### config.mk
export PLATFORM = sky130hd
export DESIGN_NAME = tt_ranword
export DESIGN_NICKNAME = d
export VERILOG_FILES = /design/src/rtl/tt_ranword_pkg.sv /design/src/rtl/tt_ranword_fifo.sv /design/src/rtl/tt_ranword.sv
export SDC_FILE = /design/constraint.sdc
export NUM_CORES = 1
export LEC_CHECK = 0
export CORE_MARGIN = 8
export CORE_UTILIZATION = 31
export DETAILED_ROUTE_END_ITERATION = 8
export HOLD_SLACK_MARGIN = 0.03
export MAX_ROUTING_LAYER = met4
export SYNTH_ARGS = -nofsm -noshare
export SYNTH_HDL_FRONTEND = slang
export SYNTH_HIERARCHICAL = 1
export SYNTH_SLANG_ARGS = --single-unit
### constraint.sdc
create_clock -name clk -period 4.4 [get_ports clk]
set_input_delay 0.88 -clock clk [delete_from_list [all_inputs] [get_ports clk]]
set_output_delay 0.88 -clock clk [all_outputs]
set_load 0.005 [all_outputs]
### src/rtl/tt_ranword_pkg.sv
`default_nettype none
// +--------------------------------------------------------------------------+
// | Module      : tt_ranword_pkg                                             |
// | Description : Shared constants and helpers for the tt_ranword random     |
// |               word assembler (default geometry, drop counter width,      |
// |               pointer-width helper).                                     |
// | Revision    : 1.0 - initial release                                      |
// +--------------------------------------------------------------------------+
package tt_ranword_pkg;

  localparam int WIDTH_DEFAULT = 8;
  localparam int DEPTH_DEFAULT = 2;
  localparam int DROP_CNT_W    = 8;

  // Bits needed to index 0..n-1; never less than one so a depth of 1
  // still gets a legal (constant-zero) pointer.
  function automatic int ptr_width(input int n);
    return (n <= 2) ? 1 : $clog2(n);
  endfunction

endpackage
`default_nettype wire

### src/rtl/tt_ranword_fifo.sv
`default_nettype none
// +--------------------------------------------------------------------------+
// | Module      : tt_ranword_fifo                                            |
// | Description : Synchronous DEPTH x WIDTH FIFO. Pointers wrap modulo DEPTH;|
// |               full/empty come from an occupancy count. A push into a     |
// |               full FIFO is taken only when a pop happens on the same     |
// |               edge; a pop on an empty FIFO is ignored.                   |
// | Ports       : clk, rst_n (sync, active-low), push/push_data,            |
// |               pop, head (front word, 0 when empty), full, empty, count.  |
// | Revision    : 1.0 - initial release                                      |
// +--------------------------------------------------------------------------+
module tt_ranword_fifo
  import tt_ranword_pkg::*;
#(
  parameter int WIDTH = WIDTH_DEFAULT,
  parameter int DEPTH = DEPTH_DEFAULT,
  parameter int PTR_W = ptr_width(DEPTH),
  parameter int CNT_W = ptr_width(DEPTH + 1)
) (
  input  logic             clk,
  input  logic             rst_n,
  input  logic             push,
  input  logic [WIDTH-1:0] push_data,
  input  logic             pop,
  output logic [WIDTH-1:0] head,
  output logic             full,
  output logic             empty,
  output logic [CNT_W-1:0] count
);

  logic [WIDTH-1:0] r_mem [DEPTH];
  logic [PTR_W-1:0] r_wr_ptr;
  logic [PTR_W-1:0] r_rd_ptr;
  logic [CNT_W-1:0] r_count;
  logic             w_do_push;
  logic             w_do_pop;

  assign full  = (r_count == CNT_W'(DEPTH));
  assign empty = (r_count == '0);
  assign count = r_count;
  // Head is forced to zero while empty so the output is clean after reset
  // without having to clear the whole storage array.
  assign head  = empty ? '0 : r_mem[r_rd_ptr];

  assign w_do_pop  = pop && !empty;
  assign w_do_push = push && (!full || w_do_pop);

  function automatic logic [PTR_W-1:0] ptr_next(input logic [PTR_W-1:0] p);
    return (p == PTR_W'(DEPTH - 1)) ? '0 : p + PTR_W'(1);
  endfunction

  always_ff @(posedge clk) begin
    if (!rst_n) begin
      r_wr_ptr <= '0;
      r_rd_ptr <= '0;
      r_count  <= '0;
    end else begin
      if (w_do_push) begin
        r_mem[r_wr_ptr] <= push_data;
        r_wr_ptr        <= ptr_next(r_wr_ptr);
      end
      if (w_do_pop) begin
        r_rd_ptr <= ptr_next(r_rd_ptr);
      end
      if (w_do_push && !w_do_pop) begin
        r_count <= r_count + CNT_W'(1);
      end else if (w_do_pop && !w_do_push) begin
        r_count <= r_count - CNT_W'(1);
      end
    end
  end

endmodule
`default_nettype wire

### src/rtl/tt_ranword.sv
`default_nettype none
// +--------------------------------------------------------------------------+
// | Module      : tt_ranword                                                 |
// | Description : Assembles serial random bits (MSB-first) into WIDTH-bit    |
// |               words and buffers them in a small FIFO. Completed words    |
// |               arriving at a full FIFO are dropped and counted; shifting  |
// |               never stalls.                                              |
// | Config      : `define TT_RANWORD_VN_DEBIAS_EN enables a von Neumann      |
// |               debiaser (pairs 01->0, 10->1, 00/11 discarded).            |
// | Ports       : clk, rst_n (sync, active-low), bit_in, bit_valid,         |
// |               word_out, word_valid, word_ready, overflow, drop_count.    |
// | Revision    : 1.0 - initial release                                      |
// +--------------------------------------------------------------------------+
module tt_ranword
  import tt_ranword_pkg::*;
#(
  parameter int WIDTH = WIDTH_DEFAULT,
  parameter int DEPTH = DEPTH_DEFAULT
) (
  input  logic                  clk,
  input  logic                  rst_n,
  input  logic                  bit_in,
  input  logic                  bit_valid,
  output logic [WIDTH-1:0]      word_out,
  output logic                  word_valid,
  input  logic                  word_ready,
  output logic                  overflow,
  output logic [DROP_CNT_W-1:0] drop_count
);

  localparam int BCNT_W = ptr_width(WIDTH);
  localparam int FCNT_W = ptr_width(DEPTH + 1);

  logic              w_feed;
  logic              w_feed_bit;
  logic [WIDTH-1:0]  r_shift;
  logic [BCNT_W-1:0] r_bit_cnt;
  logic              w_word_done;
  logic [WIDTH-1:0]  w_word;
  logic              w_pop;
  logic              w_full;
  logic              w_empty;
  logic [FCNT_W-1:0] w_count;

`ifdef TT_RANWORD_VN_DEBIAS_EN
  // Pair phase: 0 = waiting for first bit of a pair, 1 = waiting for second.
  logic r_phase;
  logic r_first;

  always_ff @(posedge clk) begin
    if (!rst_n) begin
      r_phase <= 1'b0;
      r_first <= 1'b0;
    end else if (bit_valid) begin
      r_phase <= ~r_phase;
      if (!r_phase) begin
        r_first <= bit_in;
      end
    end
  end

  // Unequal pair emits its first bit on the second bit's edge.
  assign w_feed     = bit_valid && r_phase && (r_first != bit_in);
  assign w_feed_bit = r_first;
`else
  assign w_feed     = bit_valid;
  assign w_feed_bit = bit_in;
`endif

  // The completed word includes the bit being fed this cycle, so it can be
  // pushed on the same edge that the WIDTH-th bit arrives.
  assign w_word      = {r_shift[WIDTH-2:0], w_feed_bit};
  assign w_word_done = w_feed && (r_bit_cnt == BCNT_W'(WIDTH - 1));

  always_ff @(posedge clk) begin
    if (!rst_n) begin
      r_shift   <= '0;
      r_bit_cnt <= '0;
    end else if (w_feed) begin
      r_shift   <= w_word;
      r_bit_cnt <= w_word_done ? '0 : r_bit_cnt + BCNT_W'(1);
    end
  end

  assign w_pop      = word_ready && !w_empty;
  assign word_valid = (w_count != '0);

  tt_ranword_fifo #(
    .WIDTH (WIDTH),
    .DEPTH (DEPTH)
  ) u_fifo (
    .clk       (clk),
    .rst_n     (rst_n),
    .push      (w_word_done),
    .push_data (w_word),
    .pop       (w_pop),
    .head      (word_out),
    .full      (w_full),
    .empty     (w_empty),
    .count     (w_count)
  );

  // A word is lost only when the FIFO is full and nothing leaves this edge.
  always_ff @(posedge clk) begin
    if (!rst_n) begin
      overflow   <= 1'b0;
      drop_count <= '0;
    end else if (w_word_done && w_full && !w_pop) begin
      overflow <= 1'b1;
      if (drop_count != {DROP_CNT_W{1'b1}}) begin
        drop_count <= drop_count + DROP_CNT_W'(1);
      end
    end
  end

endmodule
`default_nettype wire

==> reports/qor.txt <==
Critical Path RT: 3520 ps
Reg clk slew, reported paths: 80 ps
Post-Syn Instances: 149
Largest net degree at the start of global routing: 19
Pleak: 0.000739 µW
Post-route setup TNS: 0 ps
Post-route minimum period: 2660 ps
Ys async rst share: 0%
EDFF count, synth: 16
Crit path launch type: flip-flop
CTS sink cnt: 40
Hold buffers post-CTS: 0
Number of setup buffers added after CTS: 0
Register area share after synthesis: 58.0%
Die Area: 7940 µm²
DRT Pass-1 Iters: 4
DRC viols: 0
N_diodes: 0
Most frequent cells in the layout: 25 x nor2_1, 24 x dfxtp_1, 22 x clkdlybuf4s50_1
Routed wire length: 2980 µm
CTS tree: built
PD cells: 339 nW/µm²
Commonest non-fill, non-tap cell in the layout: nor2_1
Setup crit end kind: output port
CTS resizes: 0
Hold WC Path Type: flip-flop to flip-flop
Cells after DPL: 238
Number of port buffers: 22
Clock Latency Late Sink: 280 ps
Total power: 703 µW
Max Fclk: 0.376 GHz
Post-synth top flop: dfxtp_1
Fin. max-slew vios: 0
Starting Density: 32.3%
Worst Hold Margin: 473 ps
GPL Wtd Cong: 0.733
Final Skew: 6.48 ps
Die width: 89.1 µm
CP Class: flip-flop to output port
Max-cap check violation count: 0
Worst vdd ir: 0.155 mV
CTS buffer count: 5
HPWL Detailed: 2110 µm
Core ar.: 5140 µm²
Initial DRC Count: 74
Syn nets: 158
Mapped Area: 1660 µm²
Hold Crit Depth: 0
H-tree depth: 2
Hold Fails Final Rpt: 0
Final Setup Violations: 0
Layout cells sized above 1: 5.68%
Synthesis-to-finish area growth: 24.9%
Crit Path Max Fanout: 9
Worst EP arrival: 1780 ps
Status: finished, final reports clean
Non-filler cells, final: 246
Initial antenna violation count: 0
Synth Register Bits: 40
Clock Path Buffers: 2
Worst-margin pin slew: 723 ps
Post-synthesis cell type count: 38
Final Cycle Share: 60.4%
Post-DRT Antenna Nets: 0
Vias per inst: 4.67
Yosys Warn Count: 6
Final net count: 184
Cells on worst reg2reg path: 6
I/O Pins: 23
RSZ-0062 raised after global routing: false
First-pass GRT wire length: 4920 µm
Vias: 1149
Syn avg cell area: 11.1 µm²
Wire per inst: 12.1 µm
Vias in the first global route: 1086
Tot GR Track Use: 8.29%
Std cell rows: 26
Height of the die: 89.1 µm
GRT Residual Overflow: 0
Slew HR: 51.6%
Clk Tree Root Cell: clkbuf_8
[power by group]
group / switching, µW / total, µW / internal (µW)
clock: 127 / 297 / 171
sequential: 2.23 / 388 / 386
combinational: 9.00 / 17.7 / 8.71
total: 138 / 703 / 565
[layout make-up]
class                   count  area, µm²
multi-input cells         102        668
inverters                   3       11.3
fillers                   518       3070
well taps                  70       87.6
flip-flops and latches     40        961
clock buffers               5       68.8
repair buffers             23        228
clock inverters             3       46.3
[registers in the layout, summed over array words and instances (netlist names), named ones only]
register	count
drop_count	8
overflow	1
u_fifo/count	2
u_fifo/r_wr_ptr	1
u_fifo/r_rd_ptr	1
r_shift	7
u_fifo/r_mem	16
r_bit_cnt	3
[stage by stage]
step,worst slack [ps],util (%),area [µm²]
after floorplan,1990,-,1660
after global placement,1590,38.0,1960
after detailed placement,1490,38.0,1960
after CTS,1680,40.3,2070
after global routing,1560,40.3,2070
final,1740,40.3,2070
[metal layers]
metal / GRT usage (%) / up-vias / part of all wire [%]
li1: - / 592 / -
met1: 9.54 / 535 / 47
met2: 12.9 / 17 / 47
met3: 2.67 / 5 / 4.2
met4: 3.63 / 0 / 1.6
met5: - / - / 0
[Yosys cell counts, drive strengths merged (3+ instances only)]
master / count / area [µm²]
dfxtp: 24 / 480
nor2: 25 / 93.8
ha: 4 / 50.1
o21ai: 4 / 20.0
nand2: 4 / 15.0
nand3: 5 / 25.0
buf: 3 / 13.8
edfxtp: 16 / 480
a21oi: 6 / 30.0
and2: 5 / 31.3
mux2i: 17 / 170
xnor2: 3 / 26.3
[final timing paths]
kind	from	endpoint	slack, ps
setup / recovery	u_fifo/count[0]$_SDFFE_PN0P_	word_out[6]	1740
hold / removal	r_shift[6]$_SDFFE_PN0P_	u_fifo/r_mem[0][7]$_DFFE_PP_	470
setup reg to reg	u_fifo/count[0]$_SDFFE_PN0P_	u_fifo/count[1]$_SDFFE_PN0P_	2110
hold reg to reg	r_shift[6]$_SDFFE_PN0P_	u_fifo/r_mem[0][7]$_DFFE_PP_	470
[critical path: stages (launching register included)]
cell and delay, ps:
dfxtp_1 370, nor2_1 520, nor2_1 120, clkdlybuf4s50_1 480
[kinds of logic after synthesis]
family	count (synthesis)	synth area share (%)
and+or+nand+nor	56	16.5
DFF	40	58.0
AOI/OAI and AO/OA	21	8.38
muxes	17	10.3
buffers and inverters	7	1.74
xor gates and xnor gates	4	2.11
adders and majority gates	4	3.02
(Power assumes the default switching activity.)
